### src/rtl/bist_seq_ctrl.sv
// Multi-channel BIST sequencer: walks the enabled channels through INIT/RUN/FINISH,
// compares each channel's signature against its golden value and reports pass/fail.
module bist_seq_ctrl #(
    parameter int N_CHAN = 4,
    parameter int CNT_W  = 8,
    parameter int SIG_W  = 16,
    localparam int CH_W  = (N_CHAN > 1) ? $clog2(N_CHAN) : 1
) (
    input  logic                    clk,
    input  logic                    reset,
    input  logic                    start,
    input  logic                    abort,
    input  logic [CNT_W-1:0]        run_len,
    input  logic [N_CHAN-1:0]       chan_mask,
    input  logic [N_CHAN*SIG_W-1:0] sig_in,
    input  logic [N_CHAN*SIG_W-1:0] golden,
    output logic                    init,
    output logic                    running,
    output logic                    toggle,
    output logic                    finish,
    output logic                    bist_end,
    output logic                    busy,
    output logic [CH_W-1:0]         chan_sel,
    output logic [CNT_W-1:0]        cycle_cnt,
    output logic [N_CHAN-1:0]       fail_vec,
    output logic                    pass,
    output logic                    aborted
);

    typedef enum logic [2:0] {
        S_IDLE   = 3'd0,
        S_INIT   = 3'd1,
        S_RUN    = 3'd2,
        S_FINISH = 3'd3,
        S_DONE   = 3'd4
    } state_t;

    state_t             state_q, state_d;
    logic [CNT_W-1:0]   len_q, len_d;
    logic [N_CHAN-1:0]  mask_q, mask_d;
    logic [CH_W-1:0]    chan_q, chan_d;
    logic [CNT_W-1:0]   cnt_q, cnt_d;
    logic [N_CHAN-1:0]  fail_q, fail_d;
    logic               pass_q, pass_d;
    logic               aborted_q, aborted_d;

    logic [CH_W-1:0]    first_chan;
    logic [CH_W-1:0]    next_chan;
    logic               has_next;
    logic [SIG_W-1:0]   sig_sel;
    logic [SIG_W-1:0]   gold_sel;

    // Descending scan so the last hit is the lowest qualifying channel.
    always_comb begin
        first_chan = '0;
        next_chan  = '0;
        has_next   = 1'b0;
        for (int i = N_CHAN - 1; i >= 0; i--) begin
            if (chan_mask[i]) begin
                first_chan = CH_W'(i);
            end
            if (mask_q[i] && (i > int'(chan_q))) begin
                next_chan = CH_W'(i);
                has_next  = 1'b1;
            end
        end
    end

    assign sig_sel  = sig_in[int'(chan_q) * SIG_W +: SIG_W];
    assign gold_sel = golden[int'(chan_q) * SIG_W +: SIG_W];

    always_comb begin
        state_d   = state_q;
        len_d     = len_q;
        mask_d    = mask_q;
        chan_d    = chan_q;
        cnt_d     = cnt_q;
        fail_d    = fail_q;
        pass_d    = pass_q;
        aborted_d = aborted_q;

        if ((state_q != S_IDLE) && abort) begin
            state_d   = S_IDLE;
            aborted_d = 1'b1;
            pass_d    = 1'b0;
        end else begin
            case (state_q)
                S_IDLE: begin
                    if (start && !abort) begin
                        len_d     = (run_len == '0) ? CNT_W'(1) : run_len;
                        mask_d    = chan_mask;
                        fail_d    = '0;
                        pass_d    = 1'b0;
                        aborted_d = 1'b0;
                        if (chan_mask == '0) begin
                            chan_d  = '0;
                            pass_d  = 1'b1;
                            state_d = S_DONE;
                        end else begin
                            chan_d  = first_chan;
                            state_d = S_INIT;
                        end
                    end
                end
                S_INIT: begin
                    cnt_d   = '0;
                    state_d = S_RUN;
                end
                S_RUN: begin
                    // Counter holds at L-1 through FINISH rather than wrapping.
                    if (cnt_q == len_q - 1'b1) begin
                        state_d = S_FINISH;
                    end else begin
                        cnt_d = cnt_q + 1'b1;
                    end
                end
                S_FINISH: begin
                    if (sig_sel != gold_sel) begin
                        fail_d[chan_q] = 1'b1;
                    end
                    if (has_next) begin
                        chan_d  = next_chan;
                        state_d = S_INIT;
                    end else begin
                        pass_d  = (fail_d == '0);
                        state_d = S_DONE;
                    end
                end
                S_DONE: begin
                    state_d = S_IDLE;
                end
                default: begin
                    state_d = S_IDLE;
                end
            endcase
        end
    end

    always_ff @(posedge clk or posedge reset) begin
        if (reset) begin
            state_q   <= S_IDLE;
            len_q     <= '0;
            mask_q    <= '0;
            chan_q    <= '0;
            cnt_q     <= '0;
            fail_q    <= '0;
            pass_q    <= 1'b0;
            aborted_q <= 1'b0;
        end else begin
            state_q   <= state_d;
            len_q     <= len_d;
            mask_q    <= mask_d;
            chan_q    <= chan_d;
            cnt_q     <= cnt_d;
            fail_q    <= fail_d;
            pass_q    <= pass_d;
            aborted_q <= aborted_d;
        end
    end

    assign init      = (state_q == S_INIT);
    assign running   = (state_q == S_RUN);
    assign toggle    = (state_q == S_RUN) && cnt_q[0];
    assign finish    = (state_q == S_FINISH);
    assign bist_end  = (state_q == S_DONE);
    assign busy      = (state_q != S_IDLE);
    assign chan_sel  = chan_q;
    assign cycle_cnt = cnt_q;
    assign fail_vec  = fail_q;
    assign pass      = pass_q;
    assign aborted   = aborted_q;

endmodule

### config.mk
export PLATFORM = sky130hd
export DESIGN_NAME = bist_seq_ctrl
export DESIGN_NICKNAME = d
export VERILOG_FILES = /design/src/rtl/bist_seq_ctrl.sv
export SDC_FILE = /design/constraint.sdc
export NUM_CORES = 1
export LEC_CHECK = 0
export ABC_CLOCK_PERIOD_IN_PS = 2670
export CORE_MARGIN = 5
export CORE_UTILIZATION = 25
export DETAILED_ROUTE_END_ITERATION = 8
export GPL_TIMING_DRIVEN = 0
export PLACE_DENSITY = 0.66
export SLEW_MARGIN = 20
export SYNTH_ARGS = -nofsm -noshare
export SYNTH_HDL_FRONTEND = slang
export SYNTH_SLANG_ARGS = --single-unit
### constraint.sdc
create_clock -name clk -period 2.67 [get_ports clk]
set_clock_uncertainty 0.2 [all_clocks]
set_input_delay 0.534 -clock clk [delete_from_list [all_inputs] [get_ports clk]]
set_output_delay 0.534 -clock clk [all_outputs]
set_load 0.005 [all_outputs]
== Word level (Yosys, flattened, before mapping) ==
Cells that the tools add are included.

* Add/subtract/negate cells: 2
* $lt $le $gt $ge: 5
* Eq/ne operators: 12
* Shifts and indexed selects: 2
* Muxes and demuxes: 38
* Bitwise gates (word level): 2
* Reduce and logical (&&, ||, !) cells: 25

{| class="wikitable"
|+ Operators by type and width
! operator !! number
|-
| $shiftx 64x7->16 || 2
|-
| $mux 2 || 10
|-
| $mux 4 || 4
|-
| $mux 8 || 2
|-
| $ne 16x16->1 || 1
|-
| $pmux 8 s2 || 1
|-
| $mux 3 || 5
|-
| $pmux 3 s4 || 1
|-
| $reduce_and 3->1 || 4
|-
| $mux 1 || 11
|-
| $add 8x1->8 const B || 1
|-
| $eq 8x8->1 || 1
|-
| $logic_not 4->1 || 2
|-
| $logic_not 8->1 || 1
|-
| $pmux 4 s2 || 1
|-
| $reduce_bool 2->1 || 4
|-
| $sub 8x1->8 const B || 1
|-
| $logic_and 1x1->1 || 7
|-
| $eq 3x2->1 const B || 2
|-
| $reduce_bool 3->1 || 2
|-
| $gt 2x2->1 const A || 2
|-
| $ne 2x2->1 const B || 2
|-
| $or 4x4->4 || 1
|-
| $pmux 2 s2 || 1
|-
| other kinds (16) || 17
|}

* Register bits after elaboration: 31
* Input port bits: 144
* Output and inout port bits: 22
* Word-level logic and storage cells: 94

== Logic depth before layout (Yosys ltp) ==
* Depth after elaboration: 12
* Depth in mapped cells: 9
* Mapped depth without buffers: 9

== Least setup slack after synthesis ==
Ideal clock, no wire load.

* Path kind: flip-flop to flip-flop
* Start point: reg chan_q[0] (netlist: chan_sel[0])
* End point: reg fail_q[1] (netlist: fail_vec[1])
* Library setup time: 0.122 ns
* Data arrival time: 2.124 ns
* Required time: 2.348 ns
* Slack: 0.224 ns
* Cell stages (with the launch flop): 8
* Path buffers: 1
* Period minus slack after synthesis: 2.446 ns
* Cell sequence: dfrtp_1 buf_2 mux4_2 xnor2_1 nand4_1 nor4_2 nor3_1 a32o_1

* Longest elaborated chain between the ends: 9
* Elaborated cells between the ends (all ways): 13
* Classes of those cells: order compare (2); eq/ne (1); shift (2); mux (6); bitwise (1); reduce/logical (1)

{| class="wikitable"
|+ Ends and longest elaborated chain
! what !! line !! text
|-
| start: declaration || 41 || <nowiki>logic [CH_W-1:0] chan_q, chan_d;</nowiki>
|-
| start signal: assignment || 153 || <nowiki>chan_q <= chan_d;</nowiki>
|-
| parallel branches: the longest is 5 deep, another holds $shiftx 64x7->16 || n/a ||
|-
| $mux 4 * || 118 || <nowiki>if (sig_sel != gold_sel) begin</nowiki>
|-
| $mux 4 * || 87 || <nowiki>case (state_q)</nowiki>
|-
| $mux 4 * || 82 || <nowiki>if ((state_q != S_IDLE) && abort) begin</nowiki>
|-
| $pmux 4 s2 * || 87 ||
|-
| end signal: assignment || 155 || <nowiki>fail_q <= fail_d;</nowiki>
|-
| end: declaration || 43 || <nowiki>logic [N_CHAN-1:0] fail_q, fail_d;</nowiki>
|}

Mark *: on every way between the ends. The select of a mux whose other input is x is not followed.
A chain may end at the register's enable or synchronous reset.

== Final worst setup path ==
* Start point: in golden[63]
* End point: reg fail_q[3] (netlist: fail_vec[3])

* Longest elaborated chain between the ends: 6

{| class="wikitable"
|+ Ends and longest elaborated chain
! what !! line !! text
|-
| start: declaration || 16 || <nowiki>input logic [N_CHAN*SIG_W-1:0] golden,</nowiki>
|-
| $shiftx 64x7->16 || 70 || <nowiki>assign gold_sel = golden[int'(chan_q) * SIG_W +: SIG_W];</nowiki>
|-
| $ne 16x16->1 || 118 ||
|-
| $mux 4 || 118 ||
|-
| $mux 4 || 87 ||
|-
| $mux 4 || 82 ||
|-
| $pmux 4 s2 || 87 ||
|}

No other way between the ends. The select of a mux whose other input is x is not followed.

==> metrics <==
total gr overflow=0; DP Cell Count=559; Crit path required time=around 2600 ps; family with the most delay on the worst path=simple AND/OR/NAND/NOR gates; period utilization=between 90% and 100%; Vias=just under 3k; initial antenna violation count=1; CTS buffer count=5; worst-path cell chain=clkdlybuf4s50_1, mux4_2, xnor2_2, nand4_1, nor4_4, nor3_2, a32o_1; Slew Viols, Final=0; CP Launch Type=input port; Die H=around 110 µm; I/O pin cnt=between 150 and 200; Synth Area in Compound Gates=around an eighth; Port Buffers=between 150 and 200; Hold Fails Final Rpt=0; Routed WL=between 10 and 15 mm; mux cell area share after synthesis=a little under a third; Leakage=0.00179 µW; layout cells sized above 1=between 20% and 30%; simple-gate share of the synthesized area=roughly 17%; largest family of logic cells by synthesized area=multiplexers; Yosys reg bits=30; root buf cell=clkbuf_8; DIE WIDTH=approximately 110 µm; Period minus WS final=around 2600 ps; largest net degree at the start of global routing=31; Reg2Reg Setup Slack=100 ps; routed len/inst=between 15 and 20 µm; Hold Crit Class=reg -> reg; Iter 0 DRT Violations=between 150 and 200; YS warnings=0; Die ar.=roughly 0.013 mm²; post-DR vias/cell=between 5 and 6; number of buffer and inverter stages on the critical path=1; Area Overhead vs Synth=78.3%; CTS tree=built; outcome=complete, no violations; first-pass detailed-route iteration total=4; fin nets=581; Synth Area in XOR/XNOR=under 10%; Yosys cell types=between 40 and 50; first-pass GRT wire length=between 15 and 20 mm; core region area=about 0.011 mm²; mapped cell area=around 0.0027 mm²; Critical Path AT=around 2500 ps; Slew @ Worst Pin=649 ps; Crit Path Class=in -> reg; CP peak stage delay=slightly above 500 ps; Post-synth top flop=dfrtp_1; cell area after layout=between 0.004 and 0.005 mm²; sequential share of the synthesized area=27.6%; clk slew on worst S/H paths=70 ps; Post-synth EDFFs=0; worst relative slew slack=a little under three fifths; vias in the first global route=3059; worst r2r src=chan_sel[0]; Hold Path Origin=pass; Synth Net Count=400; top achievable clock speed=around 0.4 GHz; DP Area=roughly 0.0045 mm²; Starting Density=between 20% and 30%; final non-filler cell total=roughly 580; adder-cell area share of the yosys netlist=0.920%; CP endpoint kind=flop; Tot Pwr=~3200 µW; critical-path maximum fanout=4; Clk Latency, worst-skew pair=slightly below 300 ps; Hold Path End=pass; CP max stage cell=mux4_2; final setup violating endpoints=0; Post-synth ARST share=100%; reg2reg path depth=7; Overall Global Routing Usage=around 16%; deepest clock path buffer count=2; Max IR drop VDD=approximately 0.33 mV; Mapped Avg Cell Area=approximately 11 µm²; Pwr Density=667 mW/mm²; n_diodes=0; worst r2r dst=fail_vec[3]; H-tree Lvls=2; Final GP Congestion=about 0.9; DRC=0; HPWL after DPL=approximately 9.0 mm; post-route ant nets=0; Max Cap Violations=0; num rows=38; Gate Count Post-Synth=254; Clock Sinks=30; hold path depth=1; RSZ-0062 raised after global routing=yes
-- layout make-up --
class / instances / area, µm²
clock buffers: 7 / 86.3
multi-input cells: 199 / 1950
fillers: 1042 / 5890
clock inverters: 1 / 5.00
plain buffers: 13 / 120
well taps: 140 / 175
flip-flops and latches: 30 / 752
repair buffers: 175 / 1720
inverters: 11 / 41.3
-- synthesized netlist by cell type (all sizes together), types with 2 or more instances --
cell,count,area (µm²)
a211oi,2,15.0
mux4,32,721
o21ai,8,40.0
nand2,16,60.1
o22ai,3,18.8
inv,11,41.3
clkbuf,6,22.5
a22o,2,17.5
nor3,8,40.0
a21oi,19,98.9
or4,3,22.5
mux2,9,101
or3,4,25.0
xnor2,24,210
a32o,2,20.0
ha,2,25.0
nand4,10,62.6
nand2b,2,12.5
nor2,15,56.3
buf,8,51.3
dfrtp,30,751
nor2b,2,12.5
nor4,7,71.3
a211o,2,17.5
nand3,7,35.0
a31oi,2,12.5
and2,2,12.5
or2,4,27.5
-- timing repair --
item | in CTS | in global routing
endpoints found under the setup margin | 7 | 15
setup buffers | 1 | 9
pin swaps | 1 | 7
hold buffers | 0 | 0
gates resized for setup | 17 | 21
-- placed cells by master (no fill, tap or decap), types with 3 or more instances in the layout --
cell	netlist	final
nor3_1	8	5
nand2_1	16	16
clkdlybuf4s50_1	0	163
nand3_1	7	7
or2_2	3	3
o22ai_1	3	3
or4_1	3	3
o21ai_0	7	7
dfrtp_1	30	29
clkbuf_8	0	6
buf_12	0	3
a21oi_1	18	17
mux4_2	32	32
xnor2_1	24	19
or3_1	4	4
buf_4	2	13
nand4_1	10	10
nor2_1	15	15
clkbuf_1	6	4
inv_1	11	10
xnor2_2	0	5
mux2_2	9	9
nor4_1	4	4
clkbuf_2	0	4
-- stage by stage --
step / setup WS (ps) / TNS [ps] / util, % / hold WS [ps]
after floorplan: 224 / 0 / - / 272
after global placement: -261 / -1590 / 42.3 / 293
after detailed placement: -253 / -1700 / 42.3 / 316
after CTS: 10.5 / 0 / 43.7 / 332
after global routing: -12.4 / -24.6 / 45.1 / 357
final: 98.8 / 0 / 45.1 / 322
-- registers in the layout (all words and copies together), names as in the netlist --
signal	cells
cycle_cnt	8
aborted	1
state_q	3
len_q	8
mask_q	3
chan_sel	2
fail_vec	4
pass	1
-- layer usage --
layer | part of all wire (%) | GRT usage [%] | vias to the layer above | wire length [µm]
met4 | 1.9 | 4.28 | 2 | 206
met3 | 11 | 6.34 | 16 | 1250
met1 | 35 | 18.1 | 1372 | 3840
li1 | - | - | 1355 | -
met2 | 51 | 29.1 | 136 | 5590
met5 | 0.12 | 0 | - | 13
-- logic make-up (layout without fill, tap and decap cells) --
group,count (synthesis),in the layout
compound gates,47,47
fa+ha+maj,2,2
simple gates,84,84
mux,41,41
xor+xnor,25,25
flops,30,30
buf+inv,25,207
-- report_power, final --
group	switching [µW]	total, µW	internal [µW]
sequential	160	729	569
combinational	855	2120	1270
clock	177	385	208
total	1190	3240	2040
-- worst max-delay path by stage --
stage	from	endpoint	cells after the start
after global routing	chan_sel[0]	fail_vec[3]	7
after global placement	golden[63]	fail_vec[1]	7
final	golden[63]	fail_vec[3]	7
after floorplan	chan_sel[0]	fail_vec[1]	7
after CTS	state_q[2]	finish	5
after detailed placement	golden[48]	fail_vec[3]	7
Power figures use the tool's default switching activity.
